<file path="config.mk">
export PLATFORM = sky130hd
export DESIGN_NAME = seg7_scan_mux
export DESIGN_NICKNAME = d
export VERILOG_FILES = /design/src/rtl/seg7_pkg.sv /design/src/rtl/seg7_scan_timer.sv /design/src/rtl/seg7_scan_mux.sv
export SDC_FILE = /design/constraint.sdc
export NUM_CORES = 1
export LEC_CHECK = 0
export CORE_MARGIN = 2
export CORE_UTILIZATION = 35
export DETAILED_ROUTE_END_ITERATION = 12
export PLACE_DENSITY = 0.59
export SLEW_MARGIN = 5
export SYNTH_ARGS = -nofsm -noshare
export SYNTH_HDL_FRONTEND = slang
export SYNTH_SLANG_ARGS = --single-unit
</file>
<file path="constraint.sdc">
create_clock -name clk -period 1.62 [get_ports clk]
set_input_delay 0.486 -clock clk [delete_from_list [all_inputs] [get_ports clk]]
set_output_delay 0.486 -clock clk [all_outputs]
set_load 0.02 [all_outputs]
</file>
<file path="src/rtl/seg7_pkg.sv">
// seg7_pkg: shared constants and width helpers for the 7-segment scan driver.
//   SEG_OFF    : segment pattern with every segment dark
//   MAX_DIGITS : largest digit count the scan driver supports
//   dig_off()  : digit-enable vector with every (active-low) enable off
//   width_of() : counter width able to hold 0..n-1 (never below 1 bit)
package seg7_pkg;

  localparam int         MAX_DIGITS = 8;
  localparam logic [6:0] SEG_OFF    = 7'h00;

  function automatic logic [MAX_DIGITS-1:0] dig_off();
    return '1;
  endfunction

  function automatic int width_of(input int n);
    return (n <= 2) ? 1 : $clog2(n);
  endfunction

endpackage

</file>
<file path="src/rtl/seg7_scan_timer.sv">
// seg7_scan_timer: slot timing for the scan driver.
//   r_pc counts clock cycles inside a digit slot (0..SCAN_DIV-1).
//   r_idx selects the digit being scanned (0..NUM_DIGITS-1, 0 first).
//   Ports:
//     clk, rst_n  : clock, asynchronous active-low reset
//     i_en        : scan enable; low parks the scan at pc=0, idx=0
//     o_blank     : current cycle lies in the anti-ghosting gap of the slot
//     o_snap      : this edge starts a frame (enabled, pc=0, idx=0)
//     o_idx       : digit currently being scanned
//     o_pc        : cycle position inside the current slot (debug visibility)
module seg7_scan_timer
  import seg7_pkg::*;
#(
  parameter int NUM_DIGITS   = 7,
  parameter int SCAN_DIV     = 1000,
  parameter int BLANK_CYCLES = 50,
  parameter int PC_W         = width_of(SCAN_DIV),
  parameter int IDX_W        = width_of(NUM_DIGITS)
) (
  input  logic             clk,
  input  logic             rst_n,
  input  logic             i_en,
  output logic             o_blank,
  output logic             o_snap,
  output logic [IDX_W-1:0] o_idx,
  output logic [PC_W-1:0]  o_pc
);

  localparam logic [PC_W-1:0]  PC_LAST  = PC_W'(SCAN_DIV - 1);
  localparam logic [PC_W-1:0]  PC_BLANK = PC_W'(BLANK_CYCLES);
  localparam logic [IDX_W-1:0] IDX_LAST = IDX_W'(NUM_DIGITS - 1);

  logic [PC_W-1:0]  r_pc;
  logic [IDX_W-1:0] r_idx;

  always_ff @(posedge clk or negedge rst_n) begin
    if (!rst_n) begin
      r_pc  <= '0;
      r_idx <= '0;
    end else if (!i_en) begin
      // Disabled: park so the next enabled edge is a clean frame start.
      r_pc  <= '0;
      r_idx <= '0;
    end else if (r_pc == PC_LAST) begin
      r_pc  <= '0;
      r_idx <= (r_idx == IDX_LAST) ? '0 : r_idx + IDX_W'(1);
    end else begin
      r_pc  <= r_pc + PC_W'(1);
    end
  end

  assign o_blank = (r_pc < PC_BLANK);
  assign o_snap  = i_en && (r_pc == '0) && (r_idx == '0);
  assign o_idx   = r_idx;
  assign o_pc    = r_pc;

endmodule

</file>
<file path="src/rtl/seg7_scan_mux.sv">
// seg7_scan_mux: time-multiplexed 7-segment display driver.
//   Scans NUM_DIGITS digits round-robin (digit 0 first), blanking every
//   digit for BLANK_CYCLES at the start of each SCAN_DIV-cycle slot, and
//   snapshots all digit inputs once per frame so a frame never tears.
//   Outputs are registered from the current slot position (1-cycle latency).
//   Optional feature macro: SEG7_SCAN_BLINK_EN (per-digit blinking with a
//   half-period of 2^BLINK_LOG2 frames). Without it blink_i is ignored.
//   Ports:
//     clk, rst_n : clock, asynchronous active-low reset
//     en_i       : scan enable; low = dark, scan restarts at digit 0
//     digits_i   : segment codes, digit k at [7k+6:7k] (1 = lit)
//     dp_i       : decimal point per digit (1 = lit)
//     blink_i    : per-digit blink request
//     seg_o      : shared segment bus (1 = lit)
//     dp_o       : shared decimal point
//     dig_o      : active-low digit enables, at most one low
//     frame_o    : 1-cycle pulse after each snapshot / frame start
module seg7_scan_mux
  import seg7_pkg::*;
#(
  parameter int NUM_DIGITS   = 7,
  parameter int SCAN_DIV     = 1000,
  parameter int BLANK_CYCLES = 50,
  parameter int BLINK_LOG2   = 8
) (
  input  logic                    clk,
  input  logic                    rst_n,
  input  logic                    en_i,
  input  logic [7*NUM_DIGITS-1:0] digits_i,
  input  logic [NUM_DIGITS-1:0]   dp_i,
  input  logic [NUM_DIGITS-1:0]   blink_i,
  output logic [6:0]              seg_o,
  output logic                    dp_o,
  output logic [NUM_DIGITS-1:0]   dig_o,
  output logic                    frame_o
);

  localparam int PC_W  = width_of(SCAN_DIV);
  localparam int IDX_W = width_of(NUM_DIGITS);

  if (NUM_DIGITS < 1 || NUM_DIGITS > MAX_DIGITS || BLANK_CYCLES < 1 ||
      SCAN_DIV <= BLANK_CYCLES || BLINK_LOG2 < 0) begin : g_bad_params
    $error("seg7_scan_mux: illegal parameter set");
  end

  localparam logic [MAX_DIGITS-1:0] DIG_OFF_MAX = dig_off();
  localparam logic [NUM_DIGITS-1:0] DIG_ALL_OFF = DIG_OFF_MAX[NUM_DIGITS-1:0];

  logic             w_blank;
  logic             w_snap;
  logic [IDX_W-1:0] w_idx;
  logic [PC_W-1:0]  w_pc;

  seg7_scan_timer #(
    .NUM_DIGITS  (NUM_DIGITS),
    .SCAN_DIV    (SCAN_DIV),
    .BLANK_CYCLES(BLANK_CYCLES),
    .PC_W        (PC_W),
    .IDX_W       (IDX_W)
  ) u_timer (
    .clk    (clk),
    .rst_n  (rst_n),
    .i_en   (en_i),
    .o_blank(w_blank),
    .o_snap (w_snap),
    .o_idx  (w_idx),
    .o_pc   (w_pc)
  );

  // Slot position is exposed by the timer for debug; only blank/snap are used here.
  logic w_unused_pc;
  assign w_unused_pc = ^w_pc;

  logic [7*NUM_DIGITS-1:0] r_snap_seg;
  logic [NUM_DIGITS-1:0]   r_snap_dp;

  always_ff @(posedge clk or negedge rst_n) begin
    if (!rst_n) begin
      r_snap_seg <= '0;
      r_snap_dp  <= '0;
    end else if (w_snap) begin
      r_snap_seg <= digits_i;
      r_snap_dp  <= dp_i;
    end
  end

  // Select the scanned digit by shifting it down to bit 0.
  logic [7*NUM_DIGITS-1:0] w_seg_shift;
  logic [NUM_DIGITS-1:0]   w_dp_shift;
  logic [6:0]              w_seg_sel;
  logic                    w_dp_sel;
  logic [NUM_DIGITS-1:0]   w_dig_on;

  assign w_seg_shift = r_snap_seg >> (7 * int'(w_idx));
  assign w_dp_shift  = r_snap_dp >> w_idx;
  assign w_seg_sel   = w_seg_shift[6:0];
  assign w_dp_sel    = w_dp_shift[0];
  assign w_dig_on    = ~(NUM_DIGITS'(1) << w_idx);

  logic w_blink_off;

`ifdef SEG7_SCAN_BLINK_EN
  logic [BLINK_LOG2:0]   r_fcnt;
  logic                  r_phase;
  logic [NUM_DIGITS-1:0] r_snap_blink;
  logic [NUM_DIGITS-1:0] w_blink_shift;

  // Phase is taken from the frame count before it advances, so frames
  // 0..2^BLINK_LOG2-1 after reset are shown lit.
  always_ff @(posedge clk or negedge rst_n) begin
    if (!rst_n) begin
      r_fcnt       <= '0;
      r_phase      <= 1'b0;
      r_snap_blink <= '0;
    end else if (w_snap) begin
      r_fcnt       <= r_fcnt + (BLINK_LOG2 + 1)'(1);
      r_phase      <= r_fcnt[BLINK_LOG2];
      r_snap_blink <= blink_i;
    end
  end

  assign w_blink_shift = r_snap_blink >> w_idx;
  assign w_blink_off   = r_phase & w_blink_shift[0];
`else
  logic w_unused_blink;
  assign w_unused_blink = ^blink_i;
  assign w_blink_off    = 1'b0;
`endif

  always_ff @(posedge clk or negedge rst_n) begin
    if (!rst_n) begin
      seg_o   <= SEG_OFF;
      dp_o    <= 1'b0;
      dig_o   <= DIG_ALL_OFF;
      frame_o <= 1'b0;
    end else begin
      frame_o <= w_snap;
      if (!en_i || w_blank || w_blink_off) begin
        seg_o <= SEG_OFF;
        dp_o  <= 1'b0;
        dig_o <= DIG_ALL_OFF;
      end else begin
        seg_o <= w_seg_sel;
        dp_o  <= w_dp_sel;
        dig_o <= w_dig_on;
      end
    end
  end

endmodule
</file>
==> qor.log <==
qor: status.run_status finished with violations
qor: status.failed_checks negative setup slack
qor: timing.timing.final.setup_violations 56
qor: global_routing.grt_start_max_net_pins 50
qor: setup_path.critPathMaxFanout 6
qor: finish.multi_input_comb_area 0.00170 mm2
qor: yosys.postSynthNetCount 367
qor: clock_tree.tritoncts_clock_tree yes
qor: detailed_routing.dr_total_vias 2658
qor: timing.final.setup_skew 0.0130 ns
qor: placement.hpwl 5800 um
qor: yosys.ys_top_cells_by_area sky130_fd_sc_hd__dfrtp_1, sky130_fd_sc_hd__mux2_1, sky130_fd_sc_hd__mux2_2, sky130_fd_sc_hd__mux2i_1, sky130_fd_sc_hd__dfstp_2
qor: floorplan.floorplan.initialDensity 0.356
qor: setup_path.slowest_stage sky130_fd_sc_hd__dfrtp_1
qor: yosys.ys_ff_latch 85
qor: global_routing.via_count_of_the_first_global_routing_pass 2701
qor: detailed_routing.first_pass_iters 4
qor: placement.number_of_buffer_cells_added_on_primary_ports 74
qor: setup_path.cp_slowest_stage_delay 0.40 ns
qor: global_routing.grt_overflow_total 0
qor: floorplan.dieHeight 109 um
qor: floorplan.core.rowCount 38
qor: floorplan.boundaryPins 82
qor: yosys.post_synth.cell_area_avg 12.9 um2
qor: timing.worst_slew_pin_slew 0.342 ns
qor: clock_tree.clockBufferDepth 2
qor: yosys.asyncSetResetFlopFracSynth 1.00
qor: finish.area_growth 40.4%
qor: clock_tree.clockRootBuffer sky130_fd_sc_hd__clkbuf_8
qor: timing.slew-limit-headroom 0.769
qor: yosys.synthDistinctLibCells 41
qor: finish.drive_gt1_frac 0.337
qor: yosys.synth_top_cell_by_area sky130_fd_sc_hd__dfrtp_1
qor: clock_tree.htreeDepth 3
qor: detailed_routing.via_density 4.86
qor: timing.final.hold.worst_slack 0.0203 ns
qor: finish.antennaDiodeCount 0
qor: job.number_of_max_cap_violations 0
qor: power.internal_power 4190 uW
qor: power.proportion_of_power_drawn_by_combinational_gates 0.249
qor: detailed_routing.routed_wire_length_per_instance 16.4 um
qor: power.switching_share 0.259
qor: timing.post-route-period-util 1.06
qor: timing.grt_setup_unrepaired true
qor: finish.fillers 915
qor: detailed_routing.drtAntennaViolNets 0
qor: finish.register_area 0.00214 mm2
qor: yosys.post_synth_instance_area 0.00385 mm2
qor: timing.fin_setup_tns -3.40 ns
qor: timing.final-max-slew-violation-count 0
qor: timing.max_freq 584 MHz
qor: setup_path.crit_path_end_kind register
qor: power.design_power_total 5660 uW
qor: clock_tree.holdBufCountCts 0
qor: setup_path.crit_arrival 1.95 ns
qor: yosys.synth-warning-count 0
qor: setup_path.cp_data_required_time 1.86 ns
qor: clock_tree.cts_sinks 85
qor: floorplan.coreArea 0.0108 mm2
qor: yosys.synth_top_area_share 0.507
qor: placement.place.gp.congestion 0.896
qor: timing.report.final.hold_viol_count 0
qor: setup_path.crit_path_cell_trace nand2b_4 > nor4b_4 > nand4_1 > buf_6 > buf_16 > mux2_4
qor: power.leakage 0.00241 uW
qor: hold_path.hold_path.class in2async
qor: finish.finalNetCount 471
qor: setup_path.cp.buffers_inverters 2
qor: power.p_per_area 1050 mW/mm2
qor: detailed_routing.drt-total-wl 8950 um
qor: power.p_sw 1470 uW
qor: floorplan.die_w 109 um
qor: power.sequentialPowerShare 0.494
qor: clock_tree.clkSlewWorstSetupHoldPaths 0.09 ns
qor: placement.dp_cells 519
qor: clock_tree.clock_latency 0.36 ns
qor: timing.final.setup.worst_slack -0.0913 ns
qor: yosys.number_of_enable_type_register_cells_in_the_synthesized_netlist 0
qor: clock_tree.tritoncts.num_buffers 9
qor: finish.finalNonFillerCells 547
qor: global_routing.antenna_found_initial 0
qor: global_routing.wire_length_of_the_first_global_routing_pass 14100 um
qor: yosys.ys_dominant_reg_cell sky130_fd_sc_hd__dfrtp_1
qor: detailed_routing.initialDrtViolationCount 61
qor: global_routing.grt.total_usage 0.161
qor: timing.final.min_clock_period 1.71 ns
qor: floorplan.die_area 0.0118 mm2
qor: yosys.syn-instance-count 298
qor: power.worst_ir_drop_vdd 444 uV
qor: power.clock_power_share 0.258
qor: setup_path.criticalPathCategory reg2reg
qor: setup_path.setup.worst_path.start_class register
qor: detailed_routing.route.detailed.drc 0
qor: yosys.synth.yosys.seq_area_share 0.555
qor: setup_path.critical-path-top-delay-family simple AND/OR/NAND/NOR gates
sequential cells by signal, indices dropped and copies added, names as in the netlist:
signal	flops
dig_o	7
u_timer.o_idx	3
u_timer.o_pc	10
dp_o	1
frame_o	1
r_snap_dp	7
r_snap_seg	49
seg_o	7
path summary, 6_finish.rpt:
check                            startpoint        endpoint  cells after the start  slack [ns]
setup / recovery           u_timer.o_idx[0]    r_snap_dp[5]                      6       -0.09
hold / removal                        rst_n  r_snap_seg[45]                      1        0.02
setup reg to reg           u_timer.o_idx[0]    r_snap_dp[5]                      6       -0.09
hold reg to reg              r_snap_seg[33]  r_snap_seg[33]                      1        0.51
max in group asynchronous             rst_n            dp_o                      2        1.02
min in group clk             r_snap_seg[33]  r_snap_seg[33]                      1        0.51
cell type report:
class                      instances  area share
timing repair buffer             114       0.219
sequential                        85       0.396
multi-input combinational        187       0.315
inverter                           5     0.00347
clock inverter                     5     0.00996
tap                              140      0.0324
clock buffer                      11      0.0243
Yosys cell counts, types with 2 or more instances:
| master | instances |
|---|---|
| sky130_fd_sc_hd__buf_2 | 7 |
| sky130_fd_sc_hd__clkbuf_1 | 9 |
| sky130_fd_sc_hd__o21ai_0 | 7 |
| sky130_fd_sc_hd__mux2_4 | 12 |
| sky130_fd_sc_hd__a211oi_1 | 3 |
| sky130_fd_sc_hd__mux2_1 | 24 |
| sky130_fd_sc_hd__and2_1 | 4 |
| sky130_fd_sc_hd__nand2b_1 | 3 |
| sky130_fd_sc_hd__mux2i_1 | 21 |
| sky130_fd_sc_hd__a21boi_0 | 2 |
| sky130_fd_sc_hd__ha_1 | 3 |
| sky130_fd_sc_hd__mux2_2 | 24 |
| sky130_fd_sc_hd__o22ai_1 | 8 |
| sky130_fd_sc_hd__nand2_1 | 7 |
| sky130_fd_sc_hd__inv_1 | 5 |
| sky130_fd_sc_hd__nor2_1 | 20 |
| sky130_fd_sc_hd__and3_1 | 2 |
| sky130_fd_sc_hd__buf_6 | 3 |
| sky130_fd_sc_hd__nand3_1 | 7 |
| sky130_fd_sc_hd__dfstp_2 | 7 |
| sky130_fd_sc_hd__xor2_1 | 2 |
| sky130_fd_sc_hd__dfrtp_1 | 78 |
| sky130_fd_sc_hd__a21oi_1 | 10 |
| sky130_fd_sc_hd__nand4_1 | 3 |
| sky130_fd_sc_hd__nand3b_1 | 7 |
| sky130_fd_sc_hd__xnor2_1 | 5 |
power groups by stage:
stage / sequential [uW] / clock, uW / combinational [uW]
2_1_floorplan: 2760 / 0 / 773
6_report: 2790 / 1460 / 1410
3_3_place_gp: 2810 / 0 / 1120
3_5_place_dp: 2820 / 0 / 1140
4_1_cts: 2780 / 1490 / 1370
5_1_grt: 2850 / 1600 / 1510
placed cells by master (no fill, tap or decap), types with 2 or more instances in the layout:
master | netlist | layout
sky130_fd_sc_hd__ha_1 | 3 | 3
sky130_fd_sc_hd__dfstp_2 | 7 | 7
sky130_fd_sc_hd__buf_16 | 0 | 6
sky130_fd_sc_hd__nand2_1 | 7 | 7
sky130_fd_sc_hd__mux2_2 | 24 | 24
sky130_fd_sc_hd__nand3_1 | 7 | 7
sky130_fd_sc_hd__buf_2 | 7 | 7
sky130_fd_sc_hd__nand2b_1 | 3 | 2
sky130_fd_sc_hd__buf_12 | 0 | 3
sky130_fd_sc_hd__clkbuf_8 | 0 | 9
sky130_fd_sc_hd__a211oi_1 | 3 | 3
sky130_fd_sc_hd__dfrtp_1 | 78 | 77
sky130_fd_sc_hd__xnor2_1 | 5 | 5
sky130_fd_sc_hd__clkdlybuf4s50_1 | 0 | 56
sky130_fd_sc_hd__nand4_1 | 3 | 3
sky130_fd_sc_hd__and3_1 | 2 | 2
sky130_fd_sc_hd__nor2_1 | 20 | 20
sky130_fd_sc_hd__clkinv_2 | 0 | 3
sky130_fd_sc_hd__inv_1 | 5 | 5
sky130_fd_sc_hd__and2_1 | 4 | 4
sky130_fd_sc_hd__buf_6 | 3 | 3
sky130_fd_sc_hd__o22ai_1 | 8 | 8
sky130_fd_sc_hd__xor2_1 | 2 | 2
sky130_fd_sc_hd__mux2_4 | 12 | 36
sky130_fd_sc_hd__buf_4 | 1 | 27
sky130_fd_sc_hd__o21ai_0 | 7 | 7
sky130_fd_sc_hd__clkbuf_1 | 9 | 2
sky130_fd_sc_hd__a21oi_1 | 10 | 10
sky130_fd_sc_hd__dlygate4sd2_1 | 0 | 10
sky130_fd_sc_hd__mux2i_1 | 21 | 21
sky130_fd_sc_hd__nand3b_1 | 7 | 7
layer usage:
layer	routed length, um	vias to the layer above	track usage
met1	4390	1327	0.225
met5	0	-	0
met3	369	9	0.0412
li1	-	1269	-
met4	88	0	0.0458
met2	4110	53	0.247
kinds of logic after synthesis:
| family | synth area share |
|---|---|
| AO/OA/AOI/OAI | 0.0530 |
| XOR/XNOR | 0.0159 |
| adder cells (fa/ha/maj) | 0.00976 |
| buffers and inverters | 0.0345 |
| flip-flops | 0.555 |
| multiplexers | 0.242 |
| AND/OR/NAND/NOR | 0.0895 |
metrics by stage:
stage           util  setup WS, ns  cell area [um2]
2_1_floorplan      -       -0.0334             3890
4_1_cts        0.495        -0.147             5340
3_3_place_gp   0.455        -0.593             4910
3_5_place_dp   0.455        -0.627             4910
5_1_grt        0.500        -0.173             5400
6_report       0.500       -0.0913             5400
repair_timing:
action | 4_1_cts | 5_1_grt
setup buffers | 4 | 1
resized for setup | 58 | 17
endpoints found under the setup margin | 77 | 78
pin swaps | 2 | 3
cloned | 6 | 1
(Power assumes the default switching activity.)
